===== src/rtl/multicycle_sequencer.sv =====
// Multi-cycle control FSM: FETCH/DECODE/EXEC/MEM/WB over a shared single-port memory,
// with a memory-timeout watchdog, sticky fault reporting and a retired-instruction counter.
module multicycle_sequencer #(
    parameter int unsigned MEM_TIMEOUT = 16,
    parameter int unsigned INSTRET_W   = 32
) (
    input  logic                 clk,
    input  logic                 rst_n,
    input  logic                 run,
    input  logic                 clear_fault,
    input  logic [6:0]           opcode,
    input  logic                 zero,
    input  logic                 mem_ready,
    output logic                 mem_req,
    output logic                 mem_we,
    output logic                 mem_addr_sel,
    output logic                 ir_write,
    output logic                 pc_write,
    output logic                 pc_src,
    output logic [1:0]           alu_op,
    output logic                 alu_src,
    output logic                 reg_write,
    output logic                 mem_to_reg,
    output logic                 busy,
    output logic                 fault,
    output logic [1:0]           fault_code,
    output logic [INSTRET_W-1:0] instret
);

    localparam int unsigned TW = $clog2(MEM_TIMEOUT + 1);

    typedef enum logic [2:0] {
        StIdle, StFetch, StDecode, StExec, StMem, StWb, StFault
    } state_e;

    typedef enum logic [1:0] {ClsR, ClsLoad, ClsStore, ClsBranch} cls_e;

    state_e               state_q, state_d;
    cls_e                 cls_q, cls_d;
    logic [TW-1:0]        tmo_q, tmo_d;
    logic [1:0]           fc_q, fc_d;
    logic [INSTRET_W-1:0] instret_q, instret_d;
    logic                 retire;
    logic                 tmo_limit;

    always_ff @(posedge clk or negedge rst_n) begin
        if (!rst_n) begin
            state_q   <= StIdle;
            cls_q     <= ClsR;
            tmo_q     <= '0;
            fc_q      <= 2'b00;
            instret_q <= '0;
        end else begin
            state_q   <= state_d;
            cls_q     <= cls_d;
            tmo_q     <= tmo_d;
            fc_q      <= fc_d;
            instret_q <= instret_d;
        end
    end

    // The cycle that would be number MEM_TIMEOUT of waiting faults unless ready arrives.
    assign tmo_limit = (tmo_q == TW'(MEM_TIMEOUT - 1));

    always_comb begin
        state_d      = state_q;
        cls_d        = cls_q;
        tmo_d        = '0;
        fc_d         = fc_q;
        instret_d    = instret_q;
        retire       = 1'b0;
        mem_req      = 1'b0;
        mem_we       = 1'b0;
        mem_addr_sel = 1'b0;
        ir_write     = 1'b0;
        pc_write     = 1'b0;
        pc_src       = 1'b0;
        alu_op       = 2'b00;
        alu_src      = 1'b0;
        reg_write    = 1'b0;
        mem_to_reg   = 1'b0;
        busy         = (state_q != StIdle);
        fault        = (state_q == StFault);
        fault_code   = fc_q;

        case (state_q)
            StIdle: begin
                if (run) state_d = StFetch;
            end
            StFetch: begin
                mem_req = 1'b1;
                if (mem_ready) begin
                    ir_write = 1'b1;
                    pc_write = 1'b1;
                    state_d  = StDecode;
                end else if (tmo_limit) begin
                    state_d = StFault;
                    fc_d    = 2'b01;
                end else begin
                    tmo_d = tmo_q + TW'(1);
                end
            end
            StDecode: begin
                state_d = StExec;
                case (opcode)
                    7'b0110011: cls_d = ClsR;
                    7'b0000011: cls_d = ClsLoad;
                    7'b0100011: cls_d = ClsStore;
                    7'b1100011: cls_d = ClsBranch;
                    default: begin
                        state_d = StFault;
                        fc_d    = 2'b11;
                    end
                endcase
            end
            StExec: begin
                unique case (cls_q)
                    ClsR: begin
                        alu_op  = 2'b10;
                        state_d = StWb;
                    end
                    ClsLoad, ClsStore: begin
                        alu_src = 1'b1;
                        state_d = StMem;
                    end
                    ClsBranch: begin
                        alu_op   = 2'b01;
                        pc_write = zero;
                        pc_src   = zero;
                        retire   = 1'b1;
                    end
                endcase
            end
            StMem: begin
                mem_req      = 1'b1;
                mem_addr_sel = 1'b1;
                mem_we       = (cls_q == ClsStore);
                alu_src      = 1'b1;
                if (mem_ready) begin
                    if (cls_q == ClsStore) retire = 1'b1;
                    else state_d = StWb;
                end else if (tmo_limit) begin
                    state_d = StFault;
                    fc_d    = 2'b10;
                end else begin
                    tmo_d = tmo_q + TW'(1);
                end
            end
            StWb: begin
                reg_write  = 1'b1;
                mem_to_reg = (cls_q == ClsLoad);
                retire     = 1'b1;
            end
            StFault: begin
                if (clear_fault) begin
                    state_d = StIdle;
                    fc_d    = 2'b00;
                end
            end
            default: state_d = StIdle;
        endcase

        // Instruction boundary: run is only consulted here, so in-flight work always completes.
        if (retire) begin
            instret_d = instret_q + INSTRET_W'(1);
            state_d   = run ? StFetch : StIdle;
        end
    end

    assign instret = instret_q;

endmodule


===== config.mk =====
export PLATFORM = sky130hd
export DESIGN_NAME = multicycle_sequencer
export DESIGN_NICKNAME = d
export VERILOG_FILES = /design/src/rtl/multicycle_sequencer.sv
export SDC_FILE = /design/constraint.sdc
export NUM_CORES = 1
export LEC_CHECK = 0
export BUFFER_PORTS_ARGS = -buffer_cell sky130_fd_sc_hd__buf_2
export CAP_MARGIN = 20
export CORE_UTILIZATION = 36
export DETAILED_ROUTE_END_ITERATION = 10
export PLACE_DENSITY = 0.57
export SLEW_MARGIN = 20
export SYNTH_ARGS = -nofsm -noshare
export SYNTH_HDL_FRONTEND = slang
export SYNTH_SLANG_ARGS = --single-unit

===== constraint.sdc =====
create_clock -name clk -period 3.6 [get_ports clk]
set_input_delay 0.18 -clock clk [delete_from_list [all_inputs] [get_ports clk]]
set_output_delay 0.18 -clock clk [all_outputs]
set_load 0.005 [all_outputs]

==> impl_metrics.tcl, run 1 <==
set metrics [dict create \
    setup-tns-final_ns 0 \
    grt_pass1_vias 1752 \
    swShare 0.362 \
    area_delta_synth_final_pct 19.2 \
    drv_slew 0 \
    drc 0 \
    path_cells "and4b_1 > a21oi_2 > nor4_4 > nand4_1 > xnor2_1" \
    gr-total-overflow 0 \
    max-cap-violations 0 \
    die-width_um 82.8 \
    io_buffers 59 \
    hold_viol 0 \
    fin_skew_ns 0.00721 \
    grt_max_degree 45 \
    cp-startpoint "state_q[1]$_DFFE_PN0P_" \
    tightest_slew_ns 0.686 \
    syn_avg_cell_area_um2 10.2 \
    finalSetupViolCount 0 \
    rsz0062_at_grt "no" \
    globalplace.congestion 0.784 \
    switchingPower_uw 514 \
    cts.sinks 44 \
    clock_latency_ns 0.30 \
    crit_path_end_kind "flip-flop" \
    antenna_left 0 \
    dr.first_iter.drc_count 77 \
    fin_crit_sh 0.618 \
    min_from "opcode[4]" \
    cellPowerDensity_nw_per_um2 507 \
    vias_per_cell 5.16 \
    multi_input_area_um2 1200 \
    wl_per_cell_um 13.9 \
    clock_path_buffers 2 \
    wl_um 5100 \
    register_area_um2 1100 \
    slowest_stage "dfrtp_1" \
    routed-via-count 1895 \
    cts_root_buf "clkbuf_8" \
    crit_path_max_incr_delay_ns 0.67 \
    layout_common_cells "buf_2 (58), dfrtp_1 (44), xnor2_1 (28), nand2_1 (19), nor3_1 (13)" \
    drive_gt1_frac 0.248 \
    grt_pass1_wl_um 8260 \
    firstDrtPassIters 4 \
    relSlewSlack 0.531 \
    core_um2 6310 \
    crit_fanout 17 \
    dpl.hpwl_um 3700 \
    synth.distinct_cells 45 \
    initial_core_util 0.372 \
    r2r_start "state_q[1]$_DFFE_PN0P_" \
    power_frac_comb 0.319 \
    syn_inst 230 \
    status "completed" \
    path_clk_slew_ns 0.08 \
    dieArea_um2 6850 \
    yosys_warnings 0 \
    critical_path_class "flip-flop to flip-flop" \
    syn_area_um2 2350 \
    nNetsFinal 310 \
    pin_count 60 \
    cp.buffers_inverters 0 \
    crit_required_ns 3.79 \
    p_leak_nw 1.38 \
    cts_resized 0 \
    mostFrequentLayoutCell "buf_2" \
    gr-usage-all-layers 0.161 \
    synth-edff-count 0 \
    cts_tree "built" \
    seq_area_frac_synth 0.469 \
    arrival_ns 2.42 \
    post-route-util 0.444 \
    antenna_found_initial 0 \
    max_freq_ghz 0.450 \
    die_height_um 82.8 \
    cts_made_buffers 5 \
    fillers 632 \
    worst_setup_path_start_kind "flip-flop" \
    synthFlopType "dfrtp_1" \
    p_int_uw 907 \
    clockPowerShare 0.212 \
    period_needed_ns 2.22 \
    crit_family "simple AND/OR/NAND/NOR gates" \
    ir_worst_vdd_uv 227 \
    seqPwrFrac 0.469 \
    ys_seq_elements 44 \
    h-tree-depth 2 \
    rows 29 \
    diodes 0 \
    syn-num-nets 250 \
    async_flop_share 1.00 \
    hold_path.class "primary input to flip-flop" \
]
[cells in the mapped netlist, types with 2 or more instances]
| cell | number | area (µm²) |
|---|---|---|
| and3_1 | 10 | 62.6 |
| dfrtp_1 | 44 | 1100 |
| nand4_1 | 11 | 68.8 |
| nor2_1 | 11 | 41.3 |
| xor2_1 | 6 | 52.6 |
| buf_2 | 3 | 15.0 |
| nand2_1 | 19 | 71.3 |
| and4_1 | 3 | 26.3 |
| inv_1 | 4 | 15.0 |
| ha_1 | 7 | 87.6 |
| o22a_1 | 2 | 17.5 |
| xnor2_1 | 28 | 245 |
| nor4_1 | 2 | 12.5 |
| o22ai_1 | 3 | 18.8 |
| nor3_1 | 13 | 65.1 |
| and4b_1 | 3 | 30.0 |
| a21oi_1 | 5 | 25.0 |
| nand3_1 | 10 | 50.1 |
| clkbuf_1 | 3 | 11.3 |
| and2_1 | 8 | 50.1 |
| or3_1 | 2 | 12.5 |
| nand2b_1 | 5 | 31.3 |
| a21o_1 | 2 | 15.0 |
| nor2b_1 | 5 | 31.3 |
[cell type report]
class	count	area share
Sequential cell	44	0.393
Tap cell	77	0.0344
Multi-Input combinational cell	175	0.428
Clock buffer	5	0.0246
Inverter	4	0.00536
Timing Repair Buffer	60	0.110
Clock inverter	2	0.00447
[cells by family (layout without fill, tap and decap cells)]
family | count (synthesis) | count (layout) | synth area share
compound gates | 22 | 22 | 0.0661
flops | 44 | 44 | 0.469
fa+ha+maj | 7 | 7 | 0.0373
simple gates | 111 | 111 | 0.275
buf+inv | 11 | 71 | 0.0208
xor+xnor | 34 | 34 | 0.127
mux | 1 | 1 | 0.00479
[final timing paths]
check	endpoint	slack [ns]	cells after the start
setup / recovery	instret[27]$_DFFE_PN0P_	1.38	5
setup reg to reg	instret[27]$_DFFE_PN0P_	1.38	5
hold reg to reg	instret[31]$_DFFE_PN0P_	0.47	1
min in group asynchronous	instret[5]$_DFFE_PN0P_	0.41	2
hold / removal	cls_q[1]$_DFFE_PN0P_	0.13	2
max in group asynchronous	tmo_q[0]$_DFF_PN0_	2.79	2
[metrics by stage]
step	area, µm²	worst slack, ns	power (mW)	hold slack (ns)	std cells
floorplan	2350	1.75	0.972	-0.116	230
global placement	2710	1.41	1.13	0.406	359
detailed placement	2710	1.35	1.13	0.410	359
CTS	2790	1.34	1.44	0.0812	366
global route	2800	1.07	1.54	0.129	367
finish	2800	1.38	1.42	0.128	367
[power groups by stage]
stage	clock network [mW]	registers, mW	logic [mW]
final	0.301	0.667	0.453
after global routing	0.333	0.686	0.521
after CTS	0.314	0.670	0.460
after detailed placement	0	0.679	0.455
after global placement	0	0.675	0.455
after floorplan	0	0.626	0.346
[registers in the layout, summed over array words and instances (netlist names)]
name,cells
cls_q,2
fault_code,2
instret,32
state_q,3
tmo_q,5
[what timing repair did]
action / in CTS / in global routing
hold endpoints to repair: 0 / 44
hold buffers: 0 / 1
setup buffers: 0 / 0
[layer usage]
metal,track usage,up-vias,part of all wire
li1,-,941,-
met1,0.212,893,0.47
met2,0.255,54,0.46
met3,0.0404,7,0.053
met4,0.0621,0,0.015
met5,0,-,0
(Power assumes the default switching activity.)
==> run 2, diff against run 1 <==
ABC_AREA = 1   (was not set)
clock period = 1.8 ns   (was 3.6 ns; I/O delays follow)
==> impl_metrics.tcl, run 2 <==
set metrics [dict create \
    h-tree-depth 2 \
    grt_max_degree 20 \
    post-route-util 0.458 \
    hold_path.class "primary input to flip-flop" \
    ys_top_cells_by_count "nand2_1 (184), nor2_1 (68), inv_1 (50), dfrtp_1 (44), nand3_1 (25)" \
    cts_root_buf "clkbuf_8" \
    syn_inst 448 \
    pin_count 60 \
    tightest_slew_ns 0.452 \
    ir_worst_vdd_uv 561 \
    gr-usage-all-layers 0.190 \
    die-width_um 92.5 \
    crit_top_cell "inv_1" \
    cellPowerDensity_nw_per_um2 854 \
    largest_reg_flops 32 \
    die_height_um 92.5 \
    max-cap-violations 0 \
    synth_fa_ha_area_frac 0.0297 \
    power_frac_comb 0.363 \
    synth-edff-count 0 \
    rrSetupSlack_ns 0.17 \
    reg2reg_depth 9 \
    dpl.hpwl_um 5940 \
    grt_most_used_layer "met2" \
    gr-usage-met1 0.263 \
    initial_core_util 0.378 \
    ys_seq_elements 44 \
    area_delta_synth_final_pct 21.2 \
    cts_made_buffers 5 \
    wl_um 7500 \
    syn_avg_cell_area_um2 6.58 \
    synth_area_leaders "dfrtp_1 (37%), nand2_1 (23%), nor2_1 (8.7%), inv_1 (6.4%), nand3_1 (4.2%)" \
    finalSetupViolCount 0 \
    p_int_mw 1.83 \
    syn-num-nets 468 \
    cts.sinks 44 \
    grt_use_met3 0.0328 \
    globalplace.congestion 0.897 \
    synth_top_area_cell "dfrtp_1" \
    diodes 0 \
    hold_end "state_q[0]$_DFFE_PN0P_" \
    dieArea_um2 8560 \
    placedInstanceArea_um2 3430 \
    max_freq_ghz 0.612 \
    dr.first_iter.drc_count 87 \
    routed-via-count 2887 \
    relSlewSlack 0.697 \
    crit_path_end_kind "output port" \
    async_flop_share 1.00 \
    synthFlopType "dfrtp_1" \
    slowest_stage "dfrtp_2" \
    fin_skew_ns 0.0116 \
    holdWs_ns 0.0296 \
    drive_gt1_frac 0.189 \
    layout_common_cells "nand2_1 (184), nor2_1 (67), buf_2 (59), inv_1 (49), dfrtp_1 (42)" \
    cts_tree "built" \
    p_leak_nw 1.85 \
    fin_crit_sh 0.908 \
    period_needed_ns 1.63 \
    worst_setup_path_start_kind "flip-flop" \
    min_from "run" \
    gr-total-overflow 0 \
    antenna_left 0 \
    crit_fanout 8 \
    min_path_cells 3 \
    firstDrtPassIters 4 \
    clock_path_buffers 2 \
    crit_required_ns 1.71 \
    rows 32 \
    r2r_start "cls_q[0]$_DFFE_PN0P_" \
    wl_per_cell_um 12.0 \
    core_um2 7810 \
    synth_compound_area_frac 0.0327 \
    status "completed" \
    io_buffers 59 \
    grt_pass1_wl_um 12700 \
    grt_pass1_vias 2706 \
    mostFrequentLayoutCell "nand2_1" \
    setup-tns-final_ns 0 \
    synth_top_area_frac 0.373 \
    crit_family "flip-flops" \
    switchingPower_mw 1.22 \
    synthMostInstantiatedCell "nand2_1" \
    synth_xor_area_frac 0.0475 \
    yosys_warnings 0 \
    arrival_ns 1.54 \
    vias_per_cell 4.61 \
    met2_usage 0.300 \
    synth-simple-area-share 0.439 \
    hold_viol 0 \
    nNetsFinal 543 \
    swShare 0.400 \
    crit_path_max_incr_delay_ns 0.50 \
    seqPwrFrac 0.421 \
    fin_ws_ns 0.165 \
    place_ws_ns 0.145 \
    synth.distinct_cells 27 \
    path_cells "inv_1 > nor3_1 > buf_4 > inv_1 > o21ai_0 > buf_2" \
    clockPowerShare 0.215 \
    cp.buffers_inverters 4 \
    worstReg2RegEnd "instret[10]$_DFFE_PN0P_" \
    seq_area_frac_synth 0.373 \
    rsz0062_at_grt "no" \
    synth_top_family_by_area "simple AND/OR/NAND/NOR gates" \
    drv_slew 0 \
    path_clk_slew_ns 0.09 \
    design_area_um2 3570 \
    critical_path_class "flip-flop to output port" \
    fillers 826 \
    clock_latency_ns 0.31 \
    syn_area_um2 2950 \
    muxShareOfSynthArea 0 \
    antenna_found_initial 0 \
    drc 0 \
]
[run 2: cell types whose count changed in the layout (fill, tap and decap cells not counted), sizes merged, moves of 10 or more]
cell and delta:
nor2 +62, nand3 +17, o21ai +11, buf +14, xnor2 -20, inv +48
and3 -10, nand2 +168
[run 2: worst max-delay path by stage]
stage,from,end,slack (ns),cells after the start
after global placement,cls_q[0]$_DFFE_PN0P_,state_q[0]$_DFFE_PN0P_,0.15,9
after floorplan,instret[0]$_DFFE_PN0P_,instret[18]$_DFFE_PN0P_,0.28,8
after CTS,state_q[0]$_DFFE_PN0P_,alu_src,0.04,6
final,state_q[0]$_DFFE_PN0P_,alu_src,0.17,6
after detailed placement,cls_q[0]$_DFFE_PN0P_,state_q[0]$_DFFE_PN0P_,0.14,9
after global routing,state_q[0]$_DFFE_PN0P_,alu_src,0.02,6
[run 2: what timing repair did]
item	4_1_cts	5_1_grt
endpoints found under the setup margin	0	8
endpoints found under the hold margin	11	0
setup buffers	0	4
resized for setup	0	6
hold buffers	1	0
[run 2: kinds of logic (layout without fill, tap and decap cells)]
logic type,after synthesis,in the layout
AOI/OAI and AO/OA,18,18
xor gates and xnor gates,16,16
adders and majority gates,7,7
buffers and inverters,58,134
DFF,44,44
and+or+nand+nor,305,305
[run 2: layout make-up]
cell class	count	area, µm²	share of cell area
Multi-Input combinational cell	346	1630	0.457
Clock inverter	3	23.8	0.00665
Inverter	52	195	0.0546
Clock buffer	5	68.8	0.0193
Timing Repair Buffer	74	423	0.118
Sequential cell	44	1100	0.309
Tap cell	102	128	0.0357
[run 2: layer usage]
metal	vias up	share of wire
li1	1524	-
met1	1305	0.51
met2	51	0.44
met3	7	0.034
met4	0	0.014
met5	-	0
[run 2: worst reg2reg max path, cell delays in order (launching register included)]
cell and delay [ns]:
dfrtp_1 0.43, inv_2 0.09, ha_1 0.18, nand2_1 0.11, inv_1 0.08, nand3_1 0.11, nand3_4 0.12, buf_12 0.16
nand3_1 0.11, xnor2_1 0.14
[run 2: metrics by stage]
stage	cells	power, mW
final	626	3.05
after global routing	626	3.29
after CTS	622	3.02
after detailed placement	613	2.36
after global placement	613	2.34
after floorplan	448	1.97
[run 2: power groups by stage]
stage / sequential (mW) / clock (mW) / combinational, mW
3_3_place_gp: 1.29 / 0 / 1.05
6_report: 1.29 / 0.657 / 1.11
3_5_place_dp: 1.30 / 0 / 1.06
5_1_grt: 1.31 / 0.720 / 1.26
2_1_floorplan: 1.25 / 0 / 0.721
4_1_cts: 1.28 / 0.677 / 1.07
==> run 3, diff against run 2 <==
clock period = 1.4 ns   (was 1.8 ns; I/O delays follow)
==> impl_metrics.tcl, run 3 (same netlist as run 2, synthesis figures left out) <==
set metrics [dict create \
    status "complete, but fails checks" \
    violations "negative setup slack" \
    dr.first_iter.drc_count 130 \
    area_delta_synth_final_pct 60.7 \
    diodes 0 \
    wl_per_cell_um 13.2 \
    grt_use_met3 0.0296 \
    grt_pass1_wl_um 14300 \
    worst_setup_path_start_kind "flip-flop" \
    multi_input_area_um2 1960 \
    hold_path.class "primary input to flip-flop" \
    fin_ws_ns -0.137 \
    globalplace.congestion 0.878 \
    grt_most_used_layer "met2" \
    nNetsFinal 634 \
    crit_fanout 10 \
    dpl.hpwl_um 6720 \
    finalSetupViolCount 46 \
    dieArea_um2 8560 \
    antenna_left 0 \
    crit_path_end_kind "flip-flop" \
    cts_root_buf "clkbuf_8" \
    initial_core_util 0.378 \
    cts.sinks 44 \
    vias_per_cell 4.75 \
    rsz0062_at_grt "yes" \
    max_freq_ghz 0.651 \
    drive_gt1_frac 0.444 \
    grt_pass1_vias 3137 \
    relSlewSlack 0.671 \
    tightest_slew_ns 0.494 \
    fin_crit_sh 1.10 \
    antenna_found_initial 0 \
    cts_made_buffers 5 \
    clock_path_buffers 2 \
    routed-via-count 3407 \
    path_clk_slew_ns 0.09 \
    fillers 709 \
    h-tree-depth 2 \
    max-cap-violations 0 \
    gr-usage-met1 0.282 \
    crit_required_ns 1.61 \
    drv_slew 0 \
    final_cells 717 \
    met2_usage 0.364 \
    pin_count 60 \
    register_area_um2 1110 \
    gr-usage-all-layers 0.214 \
    core_um2 7810 \
    layout_common_cells "nand2_1 (153), buf_4 (82), buf_2 (56), nor2_1 (43), inv_1 (41)" \
    grt_max_degree 22 \
    cellPowerDensity_nw_per_um2 1100 \
    critical_path_class "flip-flop to flip-flop" \
    hold_viol 0 \
    fin_skew_ns 0.00635 \
    die-width_um 92.5 \
    mostFrequentLayoutCell "nand2_1" \
    clock_latency_ns 0.31 \
    drc 0 \
    ir_worst_vdd_uv 781 \
    dp.cells 680 \
    arrival_ns 1.75 \
    wl_um 9460 \
    largest_reg_flops 32 \
    period_needed_ns 1.54 \
    holdWs_ns 0.0342 \
    cts_tree "built" \
    p_leak_nw 2.42 \
    gr-total-overflow 0 \
    die_height_um 92.5 \
    io_buffers 59 \
    rows 32 \
    firstDrtPassIters 4 \
]
-- run 3: changes by cell type in the layout (fill, tap and decap cells not counted), moves of 6 or more --
cell / change
inv_1: -8
nor2_2: +16
nand2_1: -31
o21ai_1: +6
inv_2: +6
nor2_4: +8
o21ai_0: -7
buf_6: +20
nand2_4: +6
nor2_1: -24
nand3_1: -7
buf_4: +69
nand2_2: +25
-- run 3: layout make-up --
type / instances / share of cell area
Inverter: 52 / 0.0422
Clock buffer: 5 / 0.0145
Tap cell: 102 / 0.0269
Timing Repair Buffer: 165 / 0.264
Sequential cell: 44 / 0.234
Multi-Input combinational cell: 346 / 0.413
Clock inverter: 3 / 0.00502
-- run 3: per-stage QoR --
stage / TNS (ns) / power, mW / setup slack (ns) / instance area (µm²) / util
final: -3.25 / 5.23 / -0.137 / 4740 / 0.607
after global routing: -6.90 / 5.56 / -0.236 / 4740 / 0.607
after CTS: -2.61 / 4.67 / -0.106 / 4260 / 0.546
after detailed placement: -1.62 / 3.50 / -0.143 / 3950 / 0.505
after global placement: -0.669 / 3.47 / -0.141 / 3950 / 0.505
after floorplan: 0 / 2.57 / 0.000956 / 2970 / -
-- run 3: repair_timing --
| action | CTS | global route |
|---|---|---|
| cloned | 0 | 3 |
| endpoints found under the setup margin | 46 | 51 |
| pin swaps | 6 | 25 |
| buffers inserted | 13 | 13 |
| hold buffers | 2 | 0 |
| hold endpoints to repair | 20 | 0 |
| resized for setup | 34 | 101 |
-- run 3: final timing paths --
check | startpoint | to | slack [ns] | cells past startpoint
setup / recovery | cls_q[0]$_DFFE_PN0P_ | state_q[0]$_DFFE_PN0P_ | -0.14 | 9
hold / removal | opcode[5] | cls_q[1]$_DFFE_PN0P_ | 0.03 | 3
setup reg to reg | cls_q[0]$_DFFE_PN0P_ | state_q[0]$_DFFE_PN0P_ | -0.14 | 9
hold reg to reg | fault_code[0]$_DFFE_PN0P_ | fault_code[0]$_DFFE_PN0P_ | 0.48 | 2
max in group asynchronous | rst_n | instret[21]$_DFFE_PN0P_ | 0.53 | 3
min in group asynchronous | rst_n | instret[10]$_DFFE_PN0P_ | 0.24 | 2
-- run 3: critical path: stages, from the launching register on --
cell and delay (ns):
dfrtp_1 0.41, inv_2 0.07, ha_4 0.17, nand2_4 0.07
inv_2 0.04, nand3_4 0.08, nand3_4 0.18, clkbuf_16 0.23
a21oi_2 0.11, nand2_1 0.06
-- run 3: metal layers --
layer  share of wire  up-vias
li1                -     1717
met1            0.47     1611
met2            0.49       69
met3           0.033       10
met4           0.011        0
met5               0        -
-- run 3: power by group --
part	leakage (nW)	internal [mW]	switching, mW
logic	1.79	1.37	1.36
clock network	0.0404	0.355	0.517
registers	0.589	1.43	0.199
